File: src/rtl/pe_link_pkg.sv
// Shared definitions for the PE-to-PE data link (transmit and receive ends).
package pe_link_pkg;

    // Default link word width used across the CGRA mesh.
    localparam int LINK_DATA_W = 32;

    // One word as carried on the link.
    typedef logic [LINK_DATA_W-1:0] link_word_t;

endpackage : pe_link_pkg

File: src/rtl/pe_link_tx_if.sv
// Valid/ready link from a PE transmit FIFO toward the neighbour PE receive register.
interface pe_link_tx_if
    import pe_link_pkg::*;
#(
    parameter int DATA_W = LINK_DATA_W
);

    logic              tx_valid;
    logic [DATA_W-1:0] tx_data;
    logic              tx_ready;

    // Sending side: drives valid/data, observes ready.
    modport master (output tx_valid, output tx_data, input tx_ready);

    // Receiving side: observes valid/data, drives ready.
    modport slave  (input tx_valid, input tx_data, output tx_ready);

endinterface : pe_link_tx_if

File: src/rtl/pe_link_fifo_mem.sv
// DEPTH x DATA_W register array: one synchronous write port, one asynchronous read port.
module pe_link_fifo_mem
    import pe_link_pkg::*;
#(
    parameter int DATA_W = LINK_DATA_W,
    parameter int DEPTH  = 4,
    localparam int AW    = $clog2(DEPTH)
) (
    input  logic              clock,
    input  logic              we,
    input  logic [AW-1:0]     waddr,
    input  logic [DATA_W-1:0] wdata,
    input  logic [AW-1:0]     raddr,
    output logic [DATA_W-1:0] rdata
);

    logic [DATA_W-1:0] mem [DEPTH];

    // Write the addressed entry on a push.
    // NOTE: storage has no reset; occupancy tracking guarantees no stale entry is ever presented.
    always_ff @(posedge clock) begin
        if (we) begin
            mem[waddr] <= wdata;
        end
    end

    assign rdata = mem[raddr];

endmodule : pe_link_fifo_mem

File: src/rtl/pe_link_tx.sv
// Transmit end of the PE-to-PE link: buffers PE writeback words in a small FIFO and
// drains them in order over a valid/ready link.
module pe_link_tx
    import pe_link_pkg::*;
#(
    parameter int DATA_W = LINK_DATA_W,
    parameter int DEPTH  = 4,
    localparam int CNT_W = $clog2(DEPTH) + 1,
    localparam int AW    = $clog2(DEPTH)
) (
    input  logic              clock,
    input  logic              reset,
    input  logic              w_enable,
    input  logic [DATA_W-1:0] data_in,
    input  logic              flush,
    pe_link_tx_if.master      link,
    output logic              full,
    output logic              empty,
    output logic [CNT_W-1:0]  count,
    output logic              overflow
);

    logic [AW-1:0]     wr_ptr;
    logic [AW-1:0]     rd_ptr;
    logic [DATA_W-1:0] head;
    logic              push;
    logic              pop;
    logic              mem_we;

    // Flags come from the registered count only, so tx_ready never reaches tx_valid.
    assign empty = (count == '0);
    assign full  = (count == CNT_W'(DEPTH));

    // A pop needs a presented word; a push into a full FIFO is allowed when a pop frees a slot.
    assign pop    = !empty && link.tx_ready;
    assign push   = w_enable && (!full || pop);
    assign mem_we = push && !flush && !reset;

    pe_link_fifo_mem #(
        .DATA_W (DATA_W),
        .DEPTH  (DEPTH)
    ) u_mem (
        .clock (clock),
        .we    (mem_we),
        .waddr (wr_ptr),
        .wdata (data_in),
        .raddr (rd_ptr),
        .rdata (head)
    );

    // Pointer, occupancy and sticky overflow update; reset and flush win over traffic.
    // NOTE: non-blocking assignments keep every register sampling pre-edge values.
    always_ff @(posedge clock) begin
        if (reset || flush) begin
            wr_ptr   <= '0;
            rd_ptr   <= '0;
            count    <= '0;
            overflow <= 1'b0;
        end else begin
            if (push) begin
                wr_ptr <= wr_ptr + AW'(1);
            end
            if (pop) begin
                rd_ptr <= rd_ptr + AW'(1);
            end
            case ({push, pop})
                2'b10:   count <= count + CNT_W'(1);
                2'b01:   count <= count - CNT_W'(1);
                default: count <= count;
            endcase
            if (w_enable && !push) begin
                overflow <= 1'b1;
            end
        end
    end

    // Head word is presented whenever the FIFO holds data; zero when idle.
    assign link.tx_valid = !empty;
    assign link.tx_data  = empty ? '0 : head;

endmodule : pe_link_tx

File: src/flat_wrapper.sv
// flat-port wrapper written by rule: the top's interface ports become plain ports
module pe_link_tx_flat import pe_link_pkg::*;
#(
    parameter int DATA_W = LINK_DATA_W,
    parameter int DEPTH  = 4,
    localparam int CNT_W = $clog2(DEPTH) + 1,
    localparam int AW    = $clog2(DEPTH)
)
  (clock, reset, w_enable, data_in, flush, full, empty, count, overflow, link_tx_valid, link_tx_data, link_tx_ready);
  pe_link_tx_if #(.DATA_W(DATA_W)) link_i ();
  input  logic clock;
  input  logic reset;
  input  logic w_enable;
  input  logic [DATA_W-1:0] data_in;
  input  logic flush;
  output logic full;
  output logic empty;
  output logic [CNT_W-1:0] count;
  output logic overflow;
  output wire logic [$bits(link_i.tx_valid)-1:0] link_tx_valid;
  output wire logic [$bits(link_i.tx_data)-1:0] link_tx_data;
  input wire logic [$bits(link_i.tx_ready)-1:0] link_tx_ready;
  assign link_tx_valid = link_i.tx_valid;
  assign link_tx_data = link_i.tx_data;
  assign link_i.tx_ready = link_tx_ready;
  pe_link_tx #(.DATA_W(DATA_W), .DEPTH(DEPTH)) u_core (.clock(clock), .reset(reset), .w_enable(w_enable), .data_in(data_in), .flush(flush), .link(link_i), .full(full), .empty(empty), .count(count), .overflow(overflow));
endmodule
File: config.mk
export PLATFORM = sky130hd
export DESIGN_NAME = pe_link_tx_flat
export DESIGN_NICKNAME = d
export VERILOG_FILES = /design/src/rtl/pe_link_pkg.sv /design/src/rtl/pe_link_tx_if.sv /design/src/rtl/pe_link_fifo_mem.sv /design/src/rtl/pe_link_tx.sv /design/src/flat_wrapper.sv
export SDC_FILE = /design/constraint.sdc
export NUM_CORES = 1
export LEC_CHECK = 0
export CORE_MARGIN = 5
export CORE_UTILIZATION = 58
export DETAILED_ROUTE_END_ITERATION = 8
export PLACE_DENSITY = 0.92
export SLEW_MARGIN = 20
export SYNTH_ARGS = -nofsm -noshare
export SYNTH_HDL_FRONTEND = slang
export SYNTH_HIERARCHICAL = 1
export SYNTH_SLANG_ARGS = --single-unit
File: constraint.sdc
create_clock -name clock -period 7.2 [get_ports clock]
set_clock_uncertainty 0.05 [all_clocks]
set_input_delay 0.72 -clock clock [delete_from_list [all_inputs] [get_ports clock]]
set_output_delay 0.72 -clock clock [all_outputs]
set_load 0.005 [all_outputs]
==> results by group, run 1 <==
Finish
  – Layout cell share with drive strength beyond 1: 0.292
  – Final #Nets: 384
  – Antenna cells: 0
  – Final Cell Area: between 6000 and 7000 um2
  – Syn-to-layout area delta: 25.0%

Clocking
  – CTS tree: done
  – Clock transition at the registers of the reported paths: 0.06 ns
  – Post_cts resized: 0
  – Clock latency on the worst-skew pair: 0.50 ns
  – CTS sink cnt: 136
  – Cts bufs inserted: 17
  – Setup Buffers After CTS: 0
  – CTS max path bufs: 2
  – CTS Hold Buffers Added: 0
  – H-tree levels: 4
  – Clk root buf: clkbuf_8

Pwr
  – VDD IR max: 0.223 mV
  – Pwr Density: 263 nW/um2
  – Leakage power total: 2.19 nW

Setup path
  – Kind of critical path: reg -> out
  – R2R setup slack: 4.30 ns
  – Reg2reg path depth: 7
  – RR Startpoint: u_core/count[0]
  – Worst Path Max Fanout: 19
  – Worst setup path start: u_core/rd_ptr[0]
  – Max incr delay on CP: 0.69 ns
  – Cell Chain, Critical Path: buf_4 -> mux4_2 -> and2_2 -> clkdlybuf4s50_1
  – Critical path's top delay family: buffers and inverters
  – Reg2Reg Capture Point: u_core/count[1]
  – Worst EP arrival: approximately 2.9 ns
  – Buf+Inv Stages, Crit Path: 2
  – Worst endpoint required time: 6.43 ns
  – Crit. End Element: output pin
  – Startpoint class of the critical path: flop
  – Crit-path slowest cell: dfxtp_2

Synthesis
  – Top_reg_cell synth: edfxtp_1
  – Commonest cells in the netlist: edfxtp_1 (128), mux4_2 (30), and2_4 (26), dfxtp_1 (8), buf_2 (6)
  – YS warnings: 6
  – Yosys top cell by area: edfxtp_1
  – Simple-gate portion of the synthesized area: 0.0760
  – Yosys reg bits: 136
  – Largest family of logic cells by synthesized area: multiplexers
  – Post-synthesis cell area: 5500 um2
  – Register area share after synthesis: 0.728
  – Complex-gate fraction of the synthesized area: 0.0202
  – Post-synth top area share: 0.699
  – Proportion of synthesized area in mux cells: 0.132
  – Cell with the most instances after synthesis: edfxtp_1
  – Post-synthesis net count: a little over 300
  – EDFF count, synth: between 100 and 150
  – Yosys cell types: 37
  – Xor/xnor share of the synthesized area: 0.00637
  – Synth async-reset ratio: 0
  – Mapped Avg Cell Area: a little over 20 um2
  – Synth Area in Adders: 0.00364
  – Syn Inst Count: 266
  – Synth area leaders: edfxtp_1 (70%), mux4_2 (12%), and2_4 (4.1%)

Floorplanning
  – Die Y: 107 um
  – Num ports: 76
  – Area of the core: just over 9000 um2
  – Initial Utilization: 0.595
  – Die Wd: 107 um
  – FP Rows: 35
  – Die ar.: 11500 um2

Global route
  – Largest net degree at the start of global routing: 34
  – Most crowded layer after global routing: met2
  – Total global-route track usage: 0.195
  – GR Util met3: 0.0576
  – Congestion Overflow GR: 0
  – Antenna violations before repair: 0
  – Met1 Track Usage GR: 0.256
  – Number of global-route vias before repair: 2920
  – First-pass GRT wire length: 16500 um
  – Routing usage on met2: 0.324

Timing
  – Relative slew slack: 0.393
  – Endpoints failing setup: 0
  – RSZ-0062 raised after global routing: no
  – Hold Slack: 0.453 ns
  – Crit share post-route: 0.502
  – Pins Over Slew Limit: 0
  – Slew @ Worst Pin: a little over 0.9 ns
  – Endpoints failing hold: 0
  – Minimum clock period: 3.62 ns
  – Fmax: around 280 MHz
  – Setup TNS: 0 ns

Routing
  – Violation count after the first detailed-route iteration: 215
  – Routed Antenna Nets: 0
  – DRC viols: 0
  – DR vias/cell: 5.67
  – DRT Wirelength: 10500 um
  – Drt first pass iters: 4
  – Wire per inst: 21.4 um
  – Vias: 2765

Worst hold path
  – Worst Hold Endpoint: u_core/overflow
  – HP Start: u_core/overflow
  – Worst hold stages: 2
  – Hold Path Class: reg -> reg

Placement
  – Gpl congestion: 0.748
  – Area post-placement: approximately 6300 um2
  – I/O Buffers: 75
  – Post-DP HPWL: 6180 um

Status
  – Status: finished clean

Run
  – Max-cap violation count: 0
[layout make-up]
cell class	instances	area [um2]
Sequential cell	136	4010
Fill cell	539	2360
Multi-Input combinational cell	109	1330
Timing Repair Buffer	78	773
Clock buffer	18	418
Clock inverter	14	174
Tap cell	129	161
Inverter	4	15.0
[logic make-up after synthesis]
family          after synthesis
flops                       136
simple gates                 56
mux                          32
buf+inv                      21
compound gates               16
xor+xnor                      4
fa+ha+maj                     1
[metrics by stage]
step	setup WS (ns)	utilization	total power [mW]	std cells
CTS	3.49	0.743	1.82	488
floorplan	2.82	-	0.932	266
global route	3.37	0.744	1.88	488
detailed placement	3.43	0.679	0.977	456
global placement	3.58	0.679	0.973	456
finish	3.58	0.744	1.81	488
[metal layers]
layer	part of all wire	wire, um
met3	0.065	681
met5	0	0
met4	0.0064	67
met2	0.52	5390
met1	0.41	4320
[report_power, final]
group	leakage, nW	internal [mW]	switching [mW]
logic	0.696	0.0494	0.0334
registers	1.22	0.873	0.00467
clock network	0.268	0.529	0.320
[registers in the layout (all words and copies together) (netlist names)]
signal and flops:
u_core/count 3, u_core/overflow 1, u_core/rd_ptr 2, u_core/u_mem/mem 128, u_core/wr_ptr 2
[worst max path at each step]
| stage | end | cells past startpoint |
|---|---|---|
| after detailed placement | u_core/u_mem/mem[0][23] | 5 |
| after CTS | link_tx_data[30] | 4 |
| final | link_tx_data[19] | 4 |
| after global placement | u_core/u_mem/mem[0][23] | 5 |
| after floorplan | u_core/u_mem/mem[0][0] | 4 |
| after global routing | link_tx_data[19] | 4 |
[tightest hold or removal path, cell delays in order, from the launching register on]
cell     delay [ns]
dfxtp_1        0.34
a21oi_1        0.05
nor2_1         0.08
[layout by cell type, fill, tap and decap left out, types with 3 or more instances in the layout]
master,instances
bufinv_16,3
dfxtp_1,6
buf_4,3
and2_2,5
inv_1,4
clkbuf_16,16
nand3_1,3
or3_1,4
mux4_2,30
inv_6,3
nor2_1,5
edfxtp_1,128
xor2_1,4
a21oi_1,4
clkinvlp_4,6
and2_4,26
clkdlybuf4s50_1,75
o211ai_1,3
(Power assumes the default switching activity.)
==> run 2, diff against run 1 <==
CORE_UTILIZATION = 54   (was 58)
PLACE_DENSITY = 0.87   (was 0.92)
clock period = 3.7 ns   (was 7.2 ns; I/O delays follow)
==> run 2 against run 1 <==
  * Clock power increased by 94%
  * Sequential share of layout area shrank 0.47 points
  * Die area increased by 6.7%
  * Final cell count increased by 1.8%
==> results by group, run 2 (synthesized netlist as in run 1, its figures left out) <==
Routing
  – Wire per inst: 21.0 um (-1.9%)
  – Violation count after the first detailed-route iteration: 149 (-31%)
  – DRC viols: 0 (unchanged)
  – DRT Wirelength: 10400 um (about the same)
  – DR vias/cell: 5.58 (-1.5%)
  – Vias: 2774 (+0.33%)
  – Drt first pass iters: 4 (unchanged)
  – Routed Antenna Nets: 0 (unchanged)

Floorplanning
  – Initial Utilization: 0.558 (-0.0377)
  – Num ports: 76 (unchanged)
  – Area of the core: 9860 um2 (+6.8%)
  – FP Rows: 36 (+2.9%)
  – Die ar.: 12300 um2 (+6.7%)
  – Die Wd: 111 um (+3.3%)
  – Die Y: 111 um (+3.3%)

Finish
  – Antenna cells: 0 (unchanged)
  – Multi-input combinational cell area: 1330 um2 (unchanged)
  – Largest regs: u_core/u_mem/mem: 128 flops, u_core/count: 3 flops
  – Syn-to-layout area delta: 26.0%
  – Util after Layout: 0.703 (-0.0414)
  – # fillers: 584 (+8.3%)
  – Layout cell share with drive strength beyond 1: 0.305 (+0.0125)
  – Register area: 4010 um2 (unchanged)
  – Final #Nets: 389 (+1.3%)
  – Commonest non-fill, non-tap cell in the layout: edfxtp_1
  – Max reg flops: 128 (unchanged)
  – Top reg by flops: u_core/u_mem/mem
  – Most frequent cells in the layout: edfxtp_1 (128), clkdlybuf4s50_1 (75), mux4_2 (30)
  – Finished Layout Cells: 497 (+1.8%)

Timing
  – Minimum clock period: 3.14 ns
  – Slew @ Worst Pin: 0.899 ns (-0.0103 ns)
  – Relative slew slack: 0.400 (+0.00687)
  – Endpoints failing setup: 0 (unchanged)
  – Endpoints failing hold: 0 (unchanged)
  – Setup TNS: 0 ns (unchanged)
  – RSZ-0062 raised after global routing: no
  – Pins Over Slew Limit: 0 (unchanged)
  – Hold Slack: 0.443 ns (-0.00993 ns)
  – Crit share post-route: 0.849
  – Fmax: 318 MHz

Worst hold path
  – Hold Path Class: in -> reg

Clocking
  – Setup Buffers After CTS: 0 (unchanged)
  – CTS Hold Buffers Added: 0 (unchanged)
  – Post_cts resized: 0 (unchanged)
  – CTS tree: done
  – Cts bufs inserted: 17 (unchanged)
  – Clock latency on the worst-skew pair: 0.51 ns (about the same)
  – CTS sink cnt: 136 (unchanged)
  – CTS max path bufs: 2 (unchanged)
  – Clk root buf: clkbuf_8
  – Clock transition at the registers of the reported paths: 0.06 ns (about the same)
  – H-tree levels: 4 (unchanged)

Global route
  – Antenna violations before repair: 0 (unchanged)
  – Congestion Overflow GR: 0 (unchanged)
  – Number of global-route vias before repair: 2967 (+1.6%)
  – Total global-route track usage: 0.177 (-0.0180)
  – First-pass GRT wire length: 16400 um (-0.67%)
  – Largest net degree at the start of global routing: 34 (unchanged)

Pwr
  – VDD IR max: 0.416 mV (+86%)
  – Pwr Density: 507 nW/um2 (+93%)
  – Leakage power total: 2.23 nW (+2.0%)

Setup path
  – Startpoint class of the critical path: flop
  – Kind of critical path: reg -> out
  – Crit-path slowest cell: or3_1
  – Crit. End Element: output pin
  – Worst endpoint required time: 3.28 ns (-3.15 ns)
  – Worst EP arrival: 2.72 ns (-0.13 ns)
  – Worst Path Max Fanout: 19 (unchanged)
  – Buf+Inv Stages, Crit Path: 2 (unchanged)
  – Cell Chain, Critical Path: or3_1 -> buf_4 -> and2_2 -> clkdlybuf4s50_1
  – Critical path's top delay family: buffers and inverters
  – Max incr delay on CP: 0.62 ns (-0.07 ns)

Status
  – Status: finished clean

Placement
  – Post-DP HPWL: 6420 um (+4.0%)
  – I/O Buffers: 75 (unchanged)
  – Inst Count DP: 465 (+2.0%)
  – Gpl congestion: 0.696 (-6.9%)

Run
  – Max-cap violation count: 0 (unchanged)
-- run 2: cell count changes in the layout (fill, tap and decap cells not counted) --
cell / change
clkinv_2: +2
clkinv_4: +4
clkinvlp_4: -3
buf_4: +4
clkbuf_1: -1
buf_12: +1
inv_6: -2
-- run 2: metal layers --
| metal | vias to the layer above | GRT usage | part of all wire |
|---|---|---|---|
| li1 | 1231 | - | - |
| met1 | 1443 | 0.213 | 0.40 |
| met2 | 92 | 0.307 | 0.54 |
| met3 | 8 | 0.0617 | 0.050 |
| met4 | 0 | 0.0468 | 0.0085 |
| met5 | - | 0 | 0 |
-- run 2: worst paths after layout --
check | startpoint | end | slack [ns] | cells after the start
setup / recovery | u_core/count[1] | link_tx_data[29] | 0.56 | 4
hold / removal | data_in[7] | u_core/u_mem/mem[3][7] | 0.44 | 1
setup reg to reg | u_core/count[1] | u_core/count[1] | 1.00 | 6
hold reg to reg | u_core/overflow | u_core/overflow | 0.48 | 2
-- run 2: final cells by class --
class	count	share of cell area
clock buffer	17	0.0597
clock inverter	15	0.0258
inverter	4	0.00217
multi-input combinational	109	0.192
sequential	136	0.578
tap	133	0.0240
timing repair buffer	83	0.119
-- run 2: worst reg2reg max path: cells and delay by family, from the launching register on --
| kind | cells | cell delay [ns] |
|---|---|---|
| flip-flops | 1 | 0.51 |
| AND/OR/NAND/NOR | 2 | 0.82 |
| adder cells (fa/ha/maj) | 1 | 0.49 |
| AO/OA/AOI/OAI | 3 | 0.72 |
-- run 2: where the power goes --
group	switching, mW	internal, mW	total, mW
sequential	0.00828	1.70	1.71
combinational	0.0653	0.0983	0.164
clock	0.619	1.03	1.65
-- run 2: stage by stage --
stage               cell area [um2]  power [mW]  worst slack [ns]
detailed placement             6340        1.90             0.842
global placement               6340        1.90             0.933
finish                         6930        3.52             0.558
floorplan                      5510        1.81             0.807
global route                   6930        3.64             0.358
CTS                            6930        3.55             0.504
